[src/rtl/sfm_stream_framer.sv]
// Softmax input framer: counts beats of a byte-length vector, tags the last beat,
// pads unused lanes of a partial last beat with -inf and emits lane-valid/strobe flags.
module sfm_stream_framer #(
  parameter int unsigned DATA_WIDTH  = 128,
  parameter int unsigned IN_WIDTH    = 16,  // FP16ALT (bfloat16) element width
  parameter int unsigned IN_EXP_BITS = 8    // FP16ALT exponent width
) (
  input  logic                      clk_i,
  input  logic                      rst_ni,
  input  logic                      clear_i,
  input  logic                      start_i,
  input  logic [31:0]               tot_len_i,
  input  logic [DATA_WIDTH-1:0]     in_data_i,
  input  logic                      in_valid_i,
  output logic                      in_ready_o,
  output logic [DATA_WIDTH-1:0]     out_data_o,
  output logic [DATA_WIDTH/IN_WIDTH-1:0] out_lane_valid_o,
  output logic [DATA_WIDTH/8-1:0]   out_strb_o,
  output logic                      out_last_o,
  output logic                      out_valid_o,
  input  logic                      out_ready_i,
  output logic                      busy_o,
  output logic                      done_o
);

  localparam int unsigned N_LANES    = DATA_WIDTH / IN_WIDTH;
  localparam int unsigned ELEM_BYTES = IN_WIDTH / 8;
  localparam int unsigned STRB_W     = DATA_WIDTH / 8;
  localparam int unsigned REM_W      = (N_LANES > 1) ? $clog2(N_LANES) : 1;

  typedef enum logic [1:0] {
    IDLE  = 2'd0,
    RUN   = 2'd1,
    DRAIN = 2'd2,
    DONE  = 2'd3
  } state_e;

  // Sign set, exponent all ones, mantissa zero.
  function automatic logic [IN_WIDTH-1:0] neg_inf();
    return {1'b1, {IN_EXP_BITS{1'b1}}, {(IN_WIDTH-IN_EXP_BITS-1){1'b0}}};
  endfunction

  state_e                  state_r, state_s;
  logic [31:0]             count_r;
  logic [REM_W-1:0]        rem_r;
  logic [31:0]             n_elem_s, n_beats_s;
  logic [REM_W-1:0]        rem_s;
  logic                    in_ready_s, in_hs_s, out_hs_s, start_ok_s, last_s;
  logic [DATA_WIDTH-1:0]   data_s, data_r;
  logic [N_LANES-1:0]      lane_valid_s, lane_valid_r;
  logic [STRB_W-1:0]       strb_s, strb_r;
  logic                    last_r, valid_r;

  // Vector geometry from the byte length; trailing partial element is dropped.
  always_comb begin
    n_elem_s  = tot_len_i / 32'(ELEM_BYTES);
    rem_s     = REM_W'(n_elem_s % 32'(N_LANES));
    n_beats_s = (n_elem_s / 32'(N_LANES)) + 32'(rem_s != {REM_W{1'b0}});
  end

  assign in_ready_s = (state_r == RUN) && (count_r != 32'd0) && (!valid_r || out_ready_i);
  assign in_hs_s    = in_valid_i && in_ready_s;
  assign out_hs_s   = valid_r && out_ready_i;
  assign start_ok_s = (state_r == IDLE) && start_i;
  assign last_s     = (count_r == 32'd1);

  // Lane padding of the incoming beat.
  always_comb begin
    data_s       = in_data_i;
    lane_valid_s = {N_LANES{1'b1}};
    strb_s       = {STRB_W{1'b1}};
    for (int i = 0; i < int'(N_LANES); i++) begin
      logic pad;
      pad = last_s && (rem_r != {REM_W{1'b0}}) && (32'(i) >= 32'(rem_r));
      data_s[i*IN_WIDTH +: IN_WIDTH]     = pad ? neg_inf() : in_data_i[i*IN_WIDTH +: IN_WIDTH];
      lane_valid_s[i]                    = !pad;
      strb_s[i*ELEM_BYTES +: ELEM_BYTES] = {ELEM_BYTES{!pad}};
    end
  end

  // Next-state logic.
  always_comb begin
    state_s = state_r;
    if (clear_i) begin
      state_s = IDLE;
    end else begin
      case (state_r)
        IDLE:    state_s = start_i ? ((n_beats_s != 32'd0) ? RUN : DRAIN) : IDLE;
        RUN:     state_s = (in_hs_s && last_s) ? DRAIN : RUN;
        DRAIN:   state_s = (!valid_r || out_ready_i) ? DONE : DRAIN;
        DONE:    state_s = IDLE;
        default: state_s = IDLE;
      endcase
    end
  end

  // State register.
  always_ff @(posedge clk_i or negedge rst_ni) begin
    if (!rst_ni) begin
      state_r <= IDLE;
    end else begin
      state_r <= state_s;
    end
  end

  // Remaining-beat counter and last-beat lane count.
  always_ff @(posedge clk_i or negedge rst_ni) begin
    if (!rst_ni) begin
      count_r <= 32'd0;
      rem_r   <= {REM_W{1'b0}};
    end else if (clear_i) begin
      count_r <= 32'd0;
      rem_r   <= {REM_W{1'b0}};
    end else if (start_ok_s) begin
      count_r <= n_beats_s;
      rem_r   <= rem_s;
    end else if (in_hs_s) begin
      count_r <= count_r - 32'd1;
    end else begin
      count_r <= count_r;
    end
  end

  // One-entry output register; a load wins over a simultaneous unload.
  always_ff @(posedge clk_i or negedge rst_ni) begin
    if (!rst_ni) begin
      data_r       <= {DATA_WIDTH{1'b0}};
      lane_valid_r <= {N_LANES{1'b0}};
      strb_r       <= {STRB_W{1'b0}};
      last_r       <= 1'b0;
      valid_r      <= 1'b0;
    end else if (clear_i || (out_hs_s && !in_hs_s)) begin
      data_r       <= {DATA_WIDTH{1'b0}};
      lane_valid_r <= {N_LANES{1'b0}};
      strb_r       <= {STRB_W{1'b0}};
      last_r       <= 1'b0;
      valid_r      <= 1'b0;
    end else if (in_hs_s) begin
      data_r       <= data_s;
      lane_valid_r <= lane_valid_s;
      strb_r       <= strb_s;
      last_r       <= last_s;
      valid_r      <= 1'b1;
    end else begin
      valid_r      <= valid_r;
    end
  end

  assign in_ready_o       = in_ready_s;
  assign out_data_o       = data_r;
  assign out_lane_valid_o = lane_valid_r;
  assign out_strb_o       = strb_r;
  assign out_last_o       = last_r;
  assign out_valid_o      = valid_r;
  assign busy_o           = (state_r != IDLE);
  assign done_o           = (state_r == DONE);

endmodule

[config.mk]
export PLATFORM = sky130hd
export DESIGN_NAME = sfm_stream_framer
export DESIGN_NICKNAME = d
export VERILOG_FILES = /design/src/rtl/sfm_stream_framer.sv
export SDC_FILE = /design/constraint.sdc
export NUM_CORES = 1
export LEC_CHECK = 0
export CAP_MARGIN = 10
export CORE_MARGIN = 4
export CORE_UTILIZATION = 41
export CTS_BUF_LIST = sky130_fd_sc_hd__clkbuf_4
export CTS_CLUSTER_DIAMETER = 120
export DETAILED_ROUTE_END_ITERATION = 8
export GPL_ROUTABILITY_DRIVEN = 0
export PLACE_DENSITY = 0.88
export SYNTH_ARGS = -nofsm -noshare
export SYNTH_HDL_FRONTEND = slang
export SYNTH_SLANG_ARGS = --single-unit
[constraint.sdc]
create_clock -name clk_i -period 2.4 [get_ports clk_i]
set_input_delay 0.48 -clock clk_i [delete_from_list [all_inputs] [get_ports clk_i]]
set_output_delay 0.48 -clock clk_i [all_outputs]
set_load 0.03 [all_outputs]
## Yosys cells after proc, flatten, opt, wreduce, memory -nomap -nowiden

Cells that the tools add are included.

| cells by class | value |
|---|---|
| add/sub/neg operators | 2 |
| order comparisons | 7 |
| eq/ne operators | 4 |
| muxes and demuxes | 29 |
| reductions and logical operators | 36 |

Operators with widths:

| kind | count |
|---|---|
| $mux W128 | 2 |
| $mux W16 | 10 |
| $mux W32 | 3 |
| $reduce_bool A32 Y1 | 2 |
| $eq A32 B1 Y1 const B | 1 |
| $sub A32 B1 Y32 const B | 1 |
| $add A28 B1 Y29 | 1 |
| $mux W8 | 2 |
| $logic_and A1 B1 Y1 | 15 |
| $logic_not A1 Y1 | 10 |
| $ge A3 B3 Y1 const A | 3 |
| $reduce_bool A3 Y1 | 3 |
| $mux W2 | 4 |
| $pmux W2 S4 | 1 |
| $ge A1 B3 Y1 const A | 2 |
| $ge A2 B3 Y1 const A | 2 |
| $mux W3 | 2 |
| $reduce_bool A2 Y1 | 3 |
| $mux W1 | 5 |
| $eq A2 B2 Y1 const B | 2 |
| $eq A2 B1 Y1 const B | 1 |
| $logic_not A2 Y1 | 1 |
| $logic_or A1 B1 Y1 | 2 |

| storage, ports and cells | value |
|---|---|
| flip-flop bits (word level) | 191 |
| bits of input ports | 166 |
| logic and storage cells | 86 |

## Logic depth before layout (Yosys ltp)

| depth | value |
|---|---|
| word-level depth | 8 |
| gate-level depth with buffers | 11 |

## Worst setup path after synthesis

OpenSTA, ideal clock, no wires.

| path | value |
|---|---|
| path type | input to register |
| start | in tot_len_i[1] |
| end | reg state_r[0] |
| library setup time | 143 ps |
| data arrival time | 2902 ps |
| path slack | -645 ps |
| stages | 11 |
| cells stage by stage | or3_1 -> ha_1 -> ha_1 -> nand4_1 -> nor4_2 -> nand4_1 -> nor2_1 -> xor2_1 -> or4_1 -> nor4b_1 -> o22ai_1 |

| between the ends | value |
|---|---|
| longest elaborated chain between the ends | 7 |

RTL lines:

| what | line | source |
|---|---|---|
| start: declaration | 12 | `input logic [31:0] tot_len_i,` |
| $reduce_bool A3 Y1 | 58 | `n_beats_s = (n_elem_s / 32'(N_LANES)) + 32'(rem_s != {REM_W{1'b0}});` |
| $add A28 B1 Y29 | 58 |  |
| $reduce_bool A32 Y1 | 88 | `IDLE: state_s = start_i ? ((n_beats_s != 32'd0) ? RUN : DRAIN) : IDLE;` |
| $mux W2 (2 in series) | 88 |  |
| $pmux W2 S4 | 87 | `case (state_r)` |
| $mux W2 | 84 | `if (clear_i) begin` |
| via state_s[0] | 43 | `state_e state_r, state_s;` |
| end signal: assignment | 102 | `state_r <= state_s;` |
| end: declaration | 43 |  |

The timed path passes the listed nets, and every way through them passes these cells.
A chain may end at the register's enable or synchronous reset.

## Final worst setup path

| path | value |
|---|---|
| start | reg count_r[17] |
| end | out in_ready_o |

| between the ends | value |
|---|---|
| longest elaborated chain between the ends | 3 |

RTL lines:

| what | line | source |
|---|---|---|
| start: declaration | 44 | `logic [31:0] count_r;` |
| start signal: assignment | 115 | `count_r <= n_beats_s;` |
| start signal: assignment | 118 | `count_r <= count_r - 32'd1;` |
| start signal: assignment | 120 | `count_r <= count_r;` |
| $reduce_bool A32 Y1 | 61 | `assign in_ready_s = (state_r == RUN) && (count_r != 32'd0) && (!valid_r \|\| out_ready_i);` |
| $logic_and A1 B1 Y1 (2 in series) | 61 |  |
| end: declaration | 15 | `output logic in_ready_o,` |

No other way between the ends.

==> flow_summary.yaml <==
critical_path:
  slowest_stage: "or4_4"
  crit_type: "reg -> out"
  cp_max_fo: 2
  worstReg2RegEnd: "count_r[6]$_DFFE_PN0P_"
  cp_common_cell: "buf_6"
  reg2reg_slack_ns: -0.44
  r2r-start: "count_r[17]$_DFFE_PN0P_"
  worst_path_largest_cell_delay_ns: 0.58
  cp_cell_sequence: "or4_4 -> nor4_4 -> and3_4 -> buf_6 -> a21oi_2 -> buf_6"
  cp.arrival_ns: 2.42
  endpoint_kind: "primary output"
  reg2reg_depth: 12
  startpoint_type: "flop"
  critPathRequiredTime_ns: 1.92
pwr:
  vdd_ir_drop_max_v: 0.000327
  powerDensity_nw_per_um2: 491
  leakagePower_uw: 0.00684
placed_design:
  placed_cell_area_sq_um: 12700
  numPortBuffers: 321
  dp.cells: 1500
  hpwl_um: 21200
yosys:
  synth-seq-area-share_pct: 52.2
  synth_cells: 846
  synthArstFlopShare_pct: 100
  yosysWarnings: 0
  yosys.area.top_type_share_pct: 52.2
  netlist_area_sq_um: 8390
  synth_area_leader_cell: "dfrtp_1"
  synth_enable_flop_cells: 0
  synth.distinct_cells: 62
  yosys_register_bits: 175
  syn_nets: 1018
  synthFlopType: "dfrtp_1"
  synth.avg_cell_area_sq_um: 9.91
  synthTopCellsByArea: "dfrtp_1, nand2_1, a22o_1, o21ai_0, xnor2_1"
hold_path:
  worstHoldPathCells: 4
  hold_start: "tot_len_i[2]"
  hold_path_class: "in -> reg"
  min_to: "rem_r[1]$_DFFE_PN0P_"
floorplan:
  row_count: 52
  pin_count: 323
  die_w_um: 151
  initial_core_util_pct: 41.6
  dieHeight_um: 151
  dieArea_sq_um: 22800
  core_area_sq_um: 20200
timing:
  slew_headroom_pct: 63.1
  tightest_slew_ns: 0.552
  skew_ns: 0.0257
  hold_violations: 0
  fin_crit_ns: 2.90
  max_freq_mhz: 345
  period_share_pct: 121
  fin_hold_ws_ns: 0.276
  setup_viol: 171
  grt_setup_unrepaired: "true"
  drv_slew: 0
  fin_ws_ns: -0.498
drt:
  via_per_inst: 5.71
  vias: 9267
  wl_per_cell_um: 23.2
  postRouteWirelength_um: 37600
  drtIter0Drc: 636
  firstDrtPassIters: 6
  ant_nets: 0
  drcViolationCount: 0
finish:
  drive_gt1_share_pct: 34.3
  fill_cells: 1182
  final_area_sq_um: 15300
  fin_nets: 1512
  final_cells: 1622
  synthToLayoutAreaGrowth_pct: 82.5
  final_common_cell: "clkdlybuf4s50_1"
  most-common-layout-cells: "clkdlybuf4s50_1, dfrtp_1, buf_4"
clock_network:
  htree_levels: 4
  cts_tree: "done"
  clkTransAtPathRegs_ns: 0.15
  clk_path_buf_depth: 2
  numCtsBuffers: 17
  cts_sinks: 175
  clockRootBuffer: "clkbuf_4"
  insertion_delay_ns: 0.60
run:
  drv_cap: 0
global_routing:
  antenna_found_initial: 1
  overflow: 0
  grtUsageTotal_pct: 29.7
  grt_max_degree: 56
  grt_pass1_vias: 9327
  grt_pass1_wl_um: 52100
status:
  outcome: "finished with violations"
  violations: "negative setup slack"
[repair_timing]
action                     CTS  global route
setup endpoints to repair  170           173
setup buffers               46            29
gates cloned                25             4
hold endpoints to repair    46             0
hold buffers                 1             0
gates resized for setup    239           171
pin swaps                  152            74
[cells in the mapped netlist, drive strengths merged (19+ instances only)]
cell,number
buf,38
dfrtp,175
xor2,19
nor3,22
o21ai,71
a22o,65
nor2,57
clkbuf,23
a211oi,24
nand2,166
xnor2,32
nand3,19
[kinds of logic after synthesis]
group | after synthesis | synth area share, %
muxes | 1 | 0.119
and+or+nand+nor | 342 | 20.2
adders and majority gates | 6 | 0.895
buffers and inverters | 67 | 4.27
AOI/OAI and AO/OA | 204 | 17.0
xor gates and xnor gates | 51 | 5.33
DFF | 175 | 52.2
[cell type report]
class                      instances  area, sq um  area share [%]
timing repair buffer             533         5550            36.2
clock inverter                    12          161            1.05
tap                              270          338            2.21
clock buffer                      18          135           0.883
inverter                           6         22.5           0.147
sequential                       175         4380            28.6
antenna                            1         2.50          0.0163
multi-input combinational        607         4720            30.8
[report_power, final]
group	leakage (uW)	internal, uW	switching (uW)
registers	0.00238	3120	166
clock network	0.000159	738	1110
logic	0.00430	1170	1210
total	0.00684	5020	2490
[critical path, delay by kind of cell, from the launching register on]
family          cells  cell delay, ns
buf+inv             2            0.26
simple gates        3            1.11
flops               1            0.42
compound gates      1            0.05
[per-stage QoR]
stage | setup slack [ns] | power (uW) | setup TNS (ns) | utilization, %
floorplan | -0.355 | 4130 | -0.754 | -
global route | -0.555 | 7770 | -41.34 | 75.9
finish | -0.498 | 7510 | -35.87 | 75.9
detailed placement | -1.06 | 5080 | -24.42 | 63.0
global placement | -0.982 | 5040 | -20.44 | 63.0
CTS | -0.543 | 7280 | -27.57 | 72.7
[routing by layer]
layer / wire length [um] / share of wire, % / GRT usage, %
met5: 0 / 0 / 0
met4: 2190 / 5.8 / 15.9
met3: 3340 / 8.9 / 7.75
met2: 19100 / 51 / 51.9
met1: 12900 / 34 / 33.0
[worst max-delay path by stage]
stage / to / startpoint / slack (ns) / cells after the start
2_1_floorplan: state_r[1]$_DFF_PN0_ / tot_len_i[1] / -0.35 / 11
5_1_grt: in_ready_o / count_r[17]$_DFFE_PN0P_ / -0.56 / 6
3_3_place_gp: state_r[1]$_DFF_PN0_ / tot_len_i[1] / -0.98 / 13
4_1_cts: in_ready_o / count_r[17]$_DFFE_PN0P_ / -0.54 / 6
3_5_place_dp: state_r[0]$_DFF_PN0_ / tot_len_i[1] / -1.06 / 13
6_report: in_ready_o / count_r[17]$_DFFE_PN0P_ / -0.50 / 6
[sequential cells by signal (all words and copies together) (netlist names)]
register / cells
out_lane_valid_o: 7
out_strb_o: 1
out_valid_o: 1
count_r: 32
state_r: 2
rem_r: 3
out_data_o: 128
out_last_o: 1
No activity file was read; power rests on OpenSTA's default activity.
